==> config.mk <==
export PLATFORM = sky130hd
export DESIGN_NAME = burst_line_adaptor
export DESIGN_NICKNAME = d
export VERILOG_FILES = /design/src/rtl/burst_line_adaptor_pkg.sv /design/src/rtl/burst_beat_counter.sv /design/src/rtl/burst_line_adaptor.sv
export SDC_FILE = /design/constraint.sdc
export NUM_CORES = 1
export LEC_CHECK = 0
export CORE_MARGIN = 5
export CORE_UTILIZATION = 30
export DETAILED_ROUTE_END_ITERATION = 10
export GPL_TIMING_DRIVEN = 0
export RECOVER_POWER = 25
export SLEW_MARGIN = 5
export SYNTH_ARGS = -nofsm -noshare
export SYNTH_HDL_FRONTEND = slang
export SYNTH_SLANG_ARGS = --single-unit
export TNS_END_PERCENT = 50
==> constraint.sdc <==
create_clock -name clk -period 3.47 [get_ports clk]
set_input_delay 0.694 -clock clk [delete_from_list [all_inputs] [get_ports clk]]
set_output_delay 0.694 -clock clk [all_outputs]
set_load 0.05 [all_outputs]
==> src/rtl/burst_line_adaptor_pkg.sv <==
// rtl/burst_line_adaptor_pkg.sv - shared FSM state type and beat index sizing for burst_line_adaptor
package burst_line_adaptor_pkg;

  typedef enum logic [1:0] {
    IDLE,
    RD,
    WR,
    DONE
  } state_t;

  // Width of a beat index for a line of line_w bits split into burst_w-bit beats.
  function automatic int beat_idx_w(input int line_w, input int burst_w);
    return (line_w / burst_w > 1) ? $clog2(line_w / burst_w) : 1;
  endfunction

endpackage

==> src/rtl/burst_beat_counter.sv <==
// rtl/burst_beat_counter.sv - beat slot index with loadable start and a start-independent last-beat flag
module burst_beat_counter
  import burst_line_adaptor_pkg::*;
#(
  parameter int BEATS = 4,
  localparam int IDX_W = beat_idx_w(BEATS, 1)
) (
  input  logic             clk,
  input  logic             reset_n,
  input  logic             load,
  input  logic [IDX_W-1:0] start,
  input  logic             en,
  output logic [IDX_W-1:0] idx,
  output logic             last
);

  logic [IDX_W-1:0] cnt;

  // idx wraps naturally because BEATS is a power of two; cnt tracks beats done.
  always_ff @(posedge clk or negedge reset_n) begin
    if (!reset_n) begin
      idx <= '0;
      cnt <= '0;
    end else if (load) begin
      idx <= start;
      cnt <= '0;
    end else if (en) begin
      idx <= idx + 1'b1;
      cnt <= cnt + 1'b1;
    end
  end

  assign last = (cnt == IDX_W'(BEATS - 1));

endmodule

==> src/rtl/burst_line_adaptor.sv <==
// rtl/burst_line_adaptor.sv - cache line to memory burst bridge; BURST_LINE_ADAPTOR_CWF_EN enables critical-word-first reads
module burst_line_adaptor
  import burst_line_adaptor_pkg::*;
#(
  parameter int LINE_W  = 256,
  parameter int BURST_W = 64,
  parameter int ADDR_W  = 32
) (
  input  logic               clk,
  input  logic               reset_n,
  input  logic [LINE_W-1:0]  line_i,
  output logic [LINE_W-1:0]  line_o,
  input  logic [ADDR_W-1:0]  address_i,
  input  logic               read_i,
  input  logic               write_i,
  output logic               resp_o,
  input  logic [BURST_W-1:0] burst_i,
  output logic [BURST_W-1:0] burst_o,
  output logic [ADDR_W-1:0]  address_o,
  output logic               read_o,
  output logic               write_o,
  input  logic               resp_i
);

  localparam int BEATS = LINE_W / BURST_W;
  localparam int IDX_W = beat_idx_w(LINE_W, BURST_W);
  localparam logic [ADDR_W-1:0] LINE_MASK = ~ADDR_W'(LINE_W / 8 - 1);

  state_t            state;
  logic [LINE_W-1:0] line_q;
  logic [IDX_W-1:0]  beat_idx;
  logic [IDX_W-1:0]  beat_nxt;
  logic [IDX_W-1:0]  rd_start;
  logic [ADDR_W-1:0] rd_addr;
  logic              beat_last;
  logic              cnt_load;
  logic              cnt_en;

`ifdef BURST_LINE_ADAPTOR_CWF_EN
  localparam int LINE_OFF = $clog2(LINE_W / 8);
  localparam int BEAT_OFF = $clog2(BURST_W / 8);
  localparam logic [ADDR_W-1:0] BEAT_MASK = ~ADDR_W'(BURST_W / 8 - 1);

  assign rd_addr  = address_i & BEAT_MASK;
  assign rd_start = address_i[LINE_OFF-1:BEAT_OFF];
`else
  assign rd_addr  = address_i & LINE_MASK;
  assign rd_start = '0;
`endif

  assign cnt_load = (state == IDLE) && (read_i || write_i);
  assign cnt_en   = ((state == RD) || (state == WR)) && resp_i;
  assign beat_nxt = beat_idx + 1'b1;

  burst_beat_counter #(
    .BEATS(BEATS)
  ) u_beat_counter (
    .clk    (clk),
    .reset_n(reset_n),
    .load   (cnt_load),
    .start  (read_i ? rd_start : '0),
    .en     (cnt_en),
    .idx    (beat_idx),
    .last   (beat_last)
  );

  always_ff @(posedge clk or negedge reset_n) begin
    if (!reset_n) begin
      state     <= IDLE;
      line_q    <= '0;
      line_o    <= '0;
      burst_o   <= '0;
      address_o <= '0;
      resp_o    <= 1'b0;
      read_o    <= 1'b0;
      write_o   <= 1'b0;
    end else begin
      case (state)
        IDLE: begin
          if (read_i) begin
            state     <= RD;
            read_o    <= 1'b1;
            address_o <= rd_addr;
          end else if (write_i) begin
            state     <= WR;
            write_o   <= 1'b1;
            address_o <= address_i & LINE_MASK;
            line_q    <= line_i;
            burst_o   <= line_i[BURST_W-1:0];
          end
        end
        RD: begin
          if (resp_i) begin
            line_o[int'(beat_idx)*BURST_W +: BURST_W] <= burst_i;
            if (beat_last) begin
              state  <= DONE;
              read_o <= 1'b0;
              resp_o <= 1'b1;
            end
          end
        end
        WR: begin
          // burst_o is registered, so it is preloaded with the beat after the one being accepted.
          if (resp_i) begin
            if (beat_last) begin
              state   <= DONE;
              write_o <= 1'b0;
              resp_o  <= 1'b1;
              burst_o <= '0;
            end else begin
              burst_o <= line_q[int'(beat_nxt)*BURST_W +: BURST_W];
            end
          end
        end
        DONE: begin
          resp_o <= 1'b0;
          state  <= IDLE;
        end
        default: state <= IDLE;
      endcase
    end
  end

endmodule

==> run metrics, run 1 <==
reg2reg start u_beat_counter.idx[0]; first-pass GRT wire length 130400 um; VDD IR max 0.5030 mV; die width 296.6 um; largest area contributor in the netlist dfrtp_1; Crit path buffers/inverters 5; Clk Latency, worst-skew pair 0.61 ns; initial antenna violation count 16; io pins 712; Int Pwr 0.02110 W; largest net degree at the start of global routing 120; ranking of synthesized cells by area dfrtp_1, mux2_2, a22o_1, mux4_2, mux2_4; worst slew pin tran 1.797 ns; share of layout cells above drive strength 1 25.98%; crit path cell chain buf_6, buf_4, inv_1, ha_1, buf_2, clkbuf_1, mux4_2, a22o_1, mux2_2; Static Leak 15.45 nW; hold_ws 0.4958 ns; CTS buffer count 72; max_slew headroom -19.80%; H-tree depth 3; drt drc 0; synthesized area 24650 sq um; Final Skew 0.02369 ns; syn_area_per_cell 16.05 sq um; Crit-path slowest cell clkbuf_1; sequential share of power 33.3%; WL met2 45450 um; Fmax achieved 308.3 MHz; port bufs 700; root buffer cell clkbuf_16; ANT nets after route 0; final setup TNS 0 ns; critical path startpoint category flip-flop; CP required 3.95 ns; CP peak stage delay 0.59 ns; DRT iter0 DRCs 697; Routed WL per cell 26.28 um; CP Max Fanout 10; Initial Utilization 30.12%; total track usage 19.87%; Crit. Startpoint u_beat_counter.idx[0]; Overall Power 0.03348 W; status complete, but fails checks; register bit total from synthesis 612; Crit path max-delay family buffers and inverters; final wirelength 90840 um; GP Congestion 0.8971; Post-DP HPWL 67780 um; Setup Viol. Count Final 0; Max Used Layer met5; Hold Crit Class in2reg; Yosys cell types 34; Vias/cell 5.011; # rows 105; clock sinks 612; Die Area 88000 sq um; Net Sw Frac 36.96%; WP data arrival 3.72 ns; Tmin final 3.244 ns; failing checks max-capacitance violations, max-slew violations; worst hold start resp_i; sequential area share after synthesis 62.13%; Warnings, synthesis 0; area growth from synthesis to layout 45.27%; dpl ws -0.2572 ns; chip height 296.6 um; Post-Synthesis Cells 1536; power density cells 934.8 nW/um^2; setup ws final 0.2259 ns; # fillers 7399; met3 wire len 7676 um; Metal-1 WL 34980 um; Slew Limit Fails 61; RSZ-0062 raised after global routing false; CORE AREA 81850 sq um; Overflow after GRT 0; top cell type's share of synthesized area 62.13%; vias post-DR 17320; clk buf depth 3; Hold Vio Cnt, Final 0; CTS clock-pin slew for the worst setup and hold paths 0.06 ns; Setup Crit Path Kind reg2reg; ratio of final minimum period to clock period 93.49%; Max Cap Viol 1; number of global-route vias before repair 19400; Sw Pwr 0.01237 W; Comb power frac 42.5%; CTS tree yes; Clock Power Share 24.2%; drt pass-1 iters 5; Critical Path End Type flip-flop; Final #Nets 2691
[per-layer routing]
layer / GRT usage, % / vias up
met5: 0 / -
met4: 6.170 / 16
met3: 6.428 / 150
met2: 34.37 / 616
met1: 23.70 / 9133
li1: - / 7404
[layout by cell type (no fill, tap or decap), types with 6 or more instances in the layout]
| master | instances |
|---|---|
| buf_2 | 54 |
| diode_2 | 7 |
| a22o_1 | 321 |
| nand3_1 | 7 |
| ha_1 | 11 |
| mux2_2 | 328 |
| nand2_1 | 6 |
| clkdlybuf4s50_1 | 699 |
| mux2_4 | 20 |
| bufinv_16 | 9 |
| dfrtp_1 | 612 |
| buf_4 | 10 |
| clkbuf_2 | 6 |
| clkbuf_8 | 15 |
| mux4_2 | 64 |
| clkinv_2 | 7 |
| inv_1 | 7 |
| buf_16 | 6 |
| clkbuf_1 | 65 |
| clkbuf_16 | 74 |
[Yosys cell counts, drive strengths merged]
cell type / instances
xnor2: 1
o21a: 1
nand2: 6
nand3: 7
a21oi: 4
xor2: 1
conb: 1
o2bb2ai: 1
mux2i: 4
mux4: 64
nand2b: 3
and3: 1
ha: 11
nor2b: 1
o21ai: 1
clkbuf: 57
nand3b: 1
nor4: 2
nor4b: 2
dfrtp: 612
inv: 7
buf: 72
mux2: 348
nor2: 3
nand4: 1
nor3: 2
a2bb2oi: 1
a22o: 321
[stage by stage]
step           util (%)  instances  instance area, sq um
3_3_place_gp      40.33       3310                 33010
4_1_cts           43.72       3449                 35790
6_report          43.75       3456                 35810
3_5_place_dp      40.55       3316                 33190
2_1_floorplan         -       1540                 24660
5_1_grt           43.74       3452                 35800
[worst min-delay path: stages]
cell and delay, ns:
buf_2 0.18, nand3_1 0.11, a21oi_1 0.06
[sequential cells by signal (all words and copies together) (netlist names)]
| register | flops |
|---|---|
| address_o | 27 |
| line_o | 256 |
| write_o | 1 |
| u_beat_counter.cnt | 2 |
| state | 2 |
| u_beat_counter.idx | 2 |
| resp_o | 1 |
| burst_o | 64 |
| line_q | 256 |
| read_o | 1 |
[final cells by class]
cell class	instances	area (sq um)	share of cell area, %
flip-flops and latches	612	15310	42.77
multi-input cells	792	8702	24.30
repair buffers	709	7202	20.11
clock buffers	102	2107	5.884
well taps	1070	1339	3.739
plain buffers	129	663.1	1.852
clock inverters	28	436.7	1.219
inverters	7	26.28	0.07338
diodes	7	17.52	0.04892
[what timing repair did]
| item | 4_1_cts | 5_1_grt |
|---|---|---|
| pin swaps | 1 | 0 |
| endpoints found under the hold margin | 0 | 0 |
| endpoints found under the setup margin | 180 | 105 |
| resized for setup | 5 | 10 |
| buffers inserted | 3 | 0 |
| hold buffers | 0 | 0 |
[worst paths after layout]
path | end | cells after the start | slack (ns)
hold / removal | u_beat_counter.cnt[1] | 3 | 0.50
setup / recovery | burst_o[17] | 9 | 0.23
min in group asynchronous | burst_o[21] | 1 | 0.58
max in group asynchronous | line_o[15] | 4 | 0.66
setup reg to reg | burst_o[17] | 9 | 0.23
hold reg to reg | line_q[135] | 1 | 0.50
[logic make-up after synthesis]
| kind of cell | after synthesis | synth area share, % |
|---|---|---|
| multiplexers | 416 | 22.21 |
| AND/OR/NAND/NOR | 29 | 0.6853 |
| other | 1 | 0.01521 |
| XOR/XNOR | 2 | 0.07108 |
| AO/OA/AOI/OAI | 329 | 11.61 |
| adder cells (fa/ha/maj) | 11 | 0.5584 |
| buffers and inverters | 136 | 2.716 |
| flip-flops | 612 | 62.13 |
[power groups by stage]
stage | clock network [W] | logic, W | registers, W
floorplan | 0 | 0.00611 | 0.0144
finish | 0.00811 | 0.0142 | 0.0111
global placement | 0 | 0.0141 | 0.0112
global route | 0.00857 | 0.0150 | 0.0114
CTS | 0.00831 | 0.0144 | 0.0111
detailed placement | 0 | 0.0144 | 0.0112
Note: power is estimated with default switching activity, not from simulation.
==> run 2: changes to the inputs <==
--- a/config.mk
+++ b/config.mk
@@ -5,9 +5,11 @@
 export SDC_FILE = /design/constraint.sdc
 export NUM_CORES = 1
 export LEC_CHECK = 0
-export CORE_MARGIN = 5
-export CORE_UTILIZATION = 30
+export ABC_AREA = 1
+export CORE_AREA = 5 5 277 279
+export CTS_CLUSTER_DIAMETER = 60
 export DETAILED_ROUTE_END_ITERATION = 10
+export DIE_AREA = 0 0 282 284
 export GPL_TIMING_DRIVEN = 0
 export RECOVER_POWER = 25
 export SLEW_MARGIN = 5
==> run metrics, run 2 <==
share of layout cells above drive strength 1 6.528% (-19 points); most common cell after layout, fill and taps aside nand2_1; synthesized area 26730 sq um (+8.4%); VDD IR max 0.5227 mV (+3.9%); root buffer cell clkbuf_16; clock sinks 612 (unchanged); register bit total from synthesis 612 (unchanged); Overflow after GRT 0 (unchanged); number of enable flip-flop cells after synthesis 0 (unchanged); Hold Crit Class reg2reg; # fillers 7213 (-2.5%); worst slew pin tran 1.580 ns (-0.2169 ns); number of global-route vias before repair 24690 (+27%); port bufs 701 (+0.14%); ys flop type dfrtp_1; failing checks max-capacitance violations, max-slew violations; CTS buffer count 72 (unchanged); Final Skew 0.02986 ns (+0.006169 ns); Slew Limit Fails 219 (+260%); CP Max Fanout 12 (+2); Setup Viol. Count Final 0 (unchanged); Clk Latency, worst-skew pair 0.62 ns (about the same); WP data arrival 3.77 ns (+0.05 ns); first-pass GRT wire length 164400 um (+26%); DRT iter0 DRCs 1881 (+170%); RSZ-0062 raised after global routing true; most frequent cells in the layout nand2_1, clkdlybuf4s50_1, dfrtp_1; Hold Vio Cnt, Final 0 (unchanged); cell depth of the worst hold path 2 (-1); post-CTS setup buffer count 0 (-3); Final Core Density 50.84% (+7.1 points); CTS tree yes; Overall Power 0.04133 W (+23%); FF-to-FF path depth 10 (+1); Final #Nets 4408 (+64%); top cell type's share of synthesized area 57.30% (-4.8 points); CORE AREA 73950 sq um (-9.7%); Yosys cell types 31 (-8.8%); ranking of synthesized cells by area dfrtp_1, nand2_1, nor2_1, o21ai_0, a21oi_1; largest area contributor in the netlist dfrtp_1; critical path startpoint category flip-flop; Static Leak 17.63 nW (+14%); ANT nets after route 0 (unchanged); # rows 100 (-4.8%); die width 282 um (-4.9%); initial antenna violation count 32 (+16); CTS clock-pin slew for the worst setup and hold paths 0.06 ns (about the same); async set or reset register ratio after synthesis 100.0% (unchanged); most common cell in the netlist nand2_1; final wirelength 113600 um (+25%); Setup Crit Path Kind reg2reg; total track usage 27.38% (+7.5 points); sequential area share after synthesis 57.30% (-4.8 points); Max Cap Viol 1 (unchanged); Die Area 80090 sq um (-9.0%); drt drc 0 (unchanged); Critical Path End Type flip-flop; io pins 712 (unchanged); vias post-DR 25090 (+45%); drt pass-1 iters 8 (+3); status complete, but fails checks; top flop regs line_o: 256 flops, line_q: 256 flops, burst_o: 64 flops; Routed WL per cell 22.38 um (-15%); Tmin final 3.241 ns (-0.003557 ns); H-tree depth 3 (unchanged); ratio of final minimum period to clock period 93.39% (-0.10 points); largest net degree at the start of global routing 113 (-5.8%); Initial Utilization 36.15% (+6.0 points); area growth from synthesis to layout 40.65%; syn_area_per_cell 8.214 sq um (-49%); Warnings, synthesis 0 (unchanged); CP required 3.99 ns (+0.04 ns); chip height 284 um (-4.3%); multi-input logic area 9110 sq um (+4.7%); max_slew headroom -5.339% (+14 points); Fmax achieved 308.6 MHz (+0.11%); top cells by count, synth nand2_1, dfrtp_1, nor2_1, inv_1, o21ai_0; GP Congestion 0.9151 (+2.0%); area occupied by registers 15310 sq um (unchanged); power density cells 1099 nW/um^2 (+18%); Post-Synthesis Cells 3254 (+110%); clk buf depth 3 (unchanged); Post-DP HPWL 87360 um (+29%); Vias/cell 4.946 (-1.3%)
run 2: cell count changes after synthesis, moves of 164 or more:
cell / before / now
o21ai_0: 1 / 284
a22o_1: 321 / 0
o21ai_1: 0 / 164
inv_1: 7 / 333
nand2_1: 6 / 816
a21oi_1: 4 / 262
mux2_2: 328 / 0
nor2_1: 3 / 389
run 2: metrics by stage:
step | TNS [ns] | setup WS [ns] | instance area, sq um | cells | hold WS [ns]
floorplan | 0 | 1.305 | 26740 | 3258 | 0.3984
global placement | - | -27.10 | 34970 | 4928 | 0.4543
detailed placement | 0 | 0.07297 | 35140 | 4934 | 0.4570
CTS | 0 | 0.05452 | 37610 | 5059 | 0.4717
global route | -0.007322 | -0.007047 | 37570 | 5063 | 0.4769
finish | 0 | 0.2294 | 37590 | 5074 | 0.4667
run 2: final timing paths:
kind                                       startpoint             to  slack [ns]
worst max-delay path            u_beat_counter.idx[0]      line_o[4]        0.23
worst min-delay path                    address_o[22]  address_o[22]        0.47
worst max register to register  u_beat_counter.idx[0]      line_o[4]        0.23
worst min register to register          address_o[22]  address_o[22]        0.47
max in group asynchronous                     reset_n     line_q[49]        0.66
min in group asynchronous                     reset_n      line_o[4]        0.59
run 2: metal layers:
metal  global-route usage (%)  part of all wire, %  vias to the layer above
met5                        0                 0.20                        -
met4                    8.654                  3.2                       34
met2                    46.53                   49                      833
li1                         -                    -                    11840
met1                    33.50                   39                    12180
met3                    8.178                  8.1                      205
run 2: worst max-delay path: stages, from the launching register on:
cell,delay [ns]
dfrtp_1,0.40
buf_4,0.20
inv_2,0.23
buf_4,0.32
buf_2,0.37
ha_1,0.29
buf_4,0.17
inv_2,0.11
nand4_2,0.38
clkbuf_1,0.40
o21ai_0,0.26
run 2: layout make-up:
cell class,count,share of cell area [%]
inverter,344,3.448
timing repair buffer,708,19.04
antenna,15,0.09985
clock buffer,100,5.585
sequential,612,40.74
tap,969,3.225
buffer,213,2.683
clock inverter,24,0.9519
multi-input combinational,2089,24.23
run 2: cell families (layout without fill, tap and decap cells):
kind of cell | Yosys count | in the layout | synth area share (%)
xor gates and xnor gates | 1 | 1 | 0.03277
AOI/OAI and AO/OA | 721 | 721 | 13.61
DFF | 612 | 612 | 57.30
adders and majority gates | 11 | 11 | 0.5149
buffers and inverters | 557 | 1389 | 8.642
other | 1 | 20 | 0.01403
and+or+nand+nor | 1351 | 1351 | 19.89
run 2: timing repair:
action / in CTS / in global routing
gates resized for setup: 0 / 2
endpoints found under the setup margin: 0 / 6
hold endpoints to repair: 2 / 0
hold buffers: 1 / 0
run 2: power breakdown:
| group | switching, W | internal [W] | total (W) | leakage, nW |
|---|---|---|---|---|
| Combinational | 0.0151 | 0.00651 | 0.0217 | 8.90 |
| Sequential | 0.00152 | 0.0102 | 0.0118 | 7.51 |
| Clock | 0.00314 | 0.00476 | 0.00791 | 1.22 |
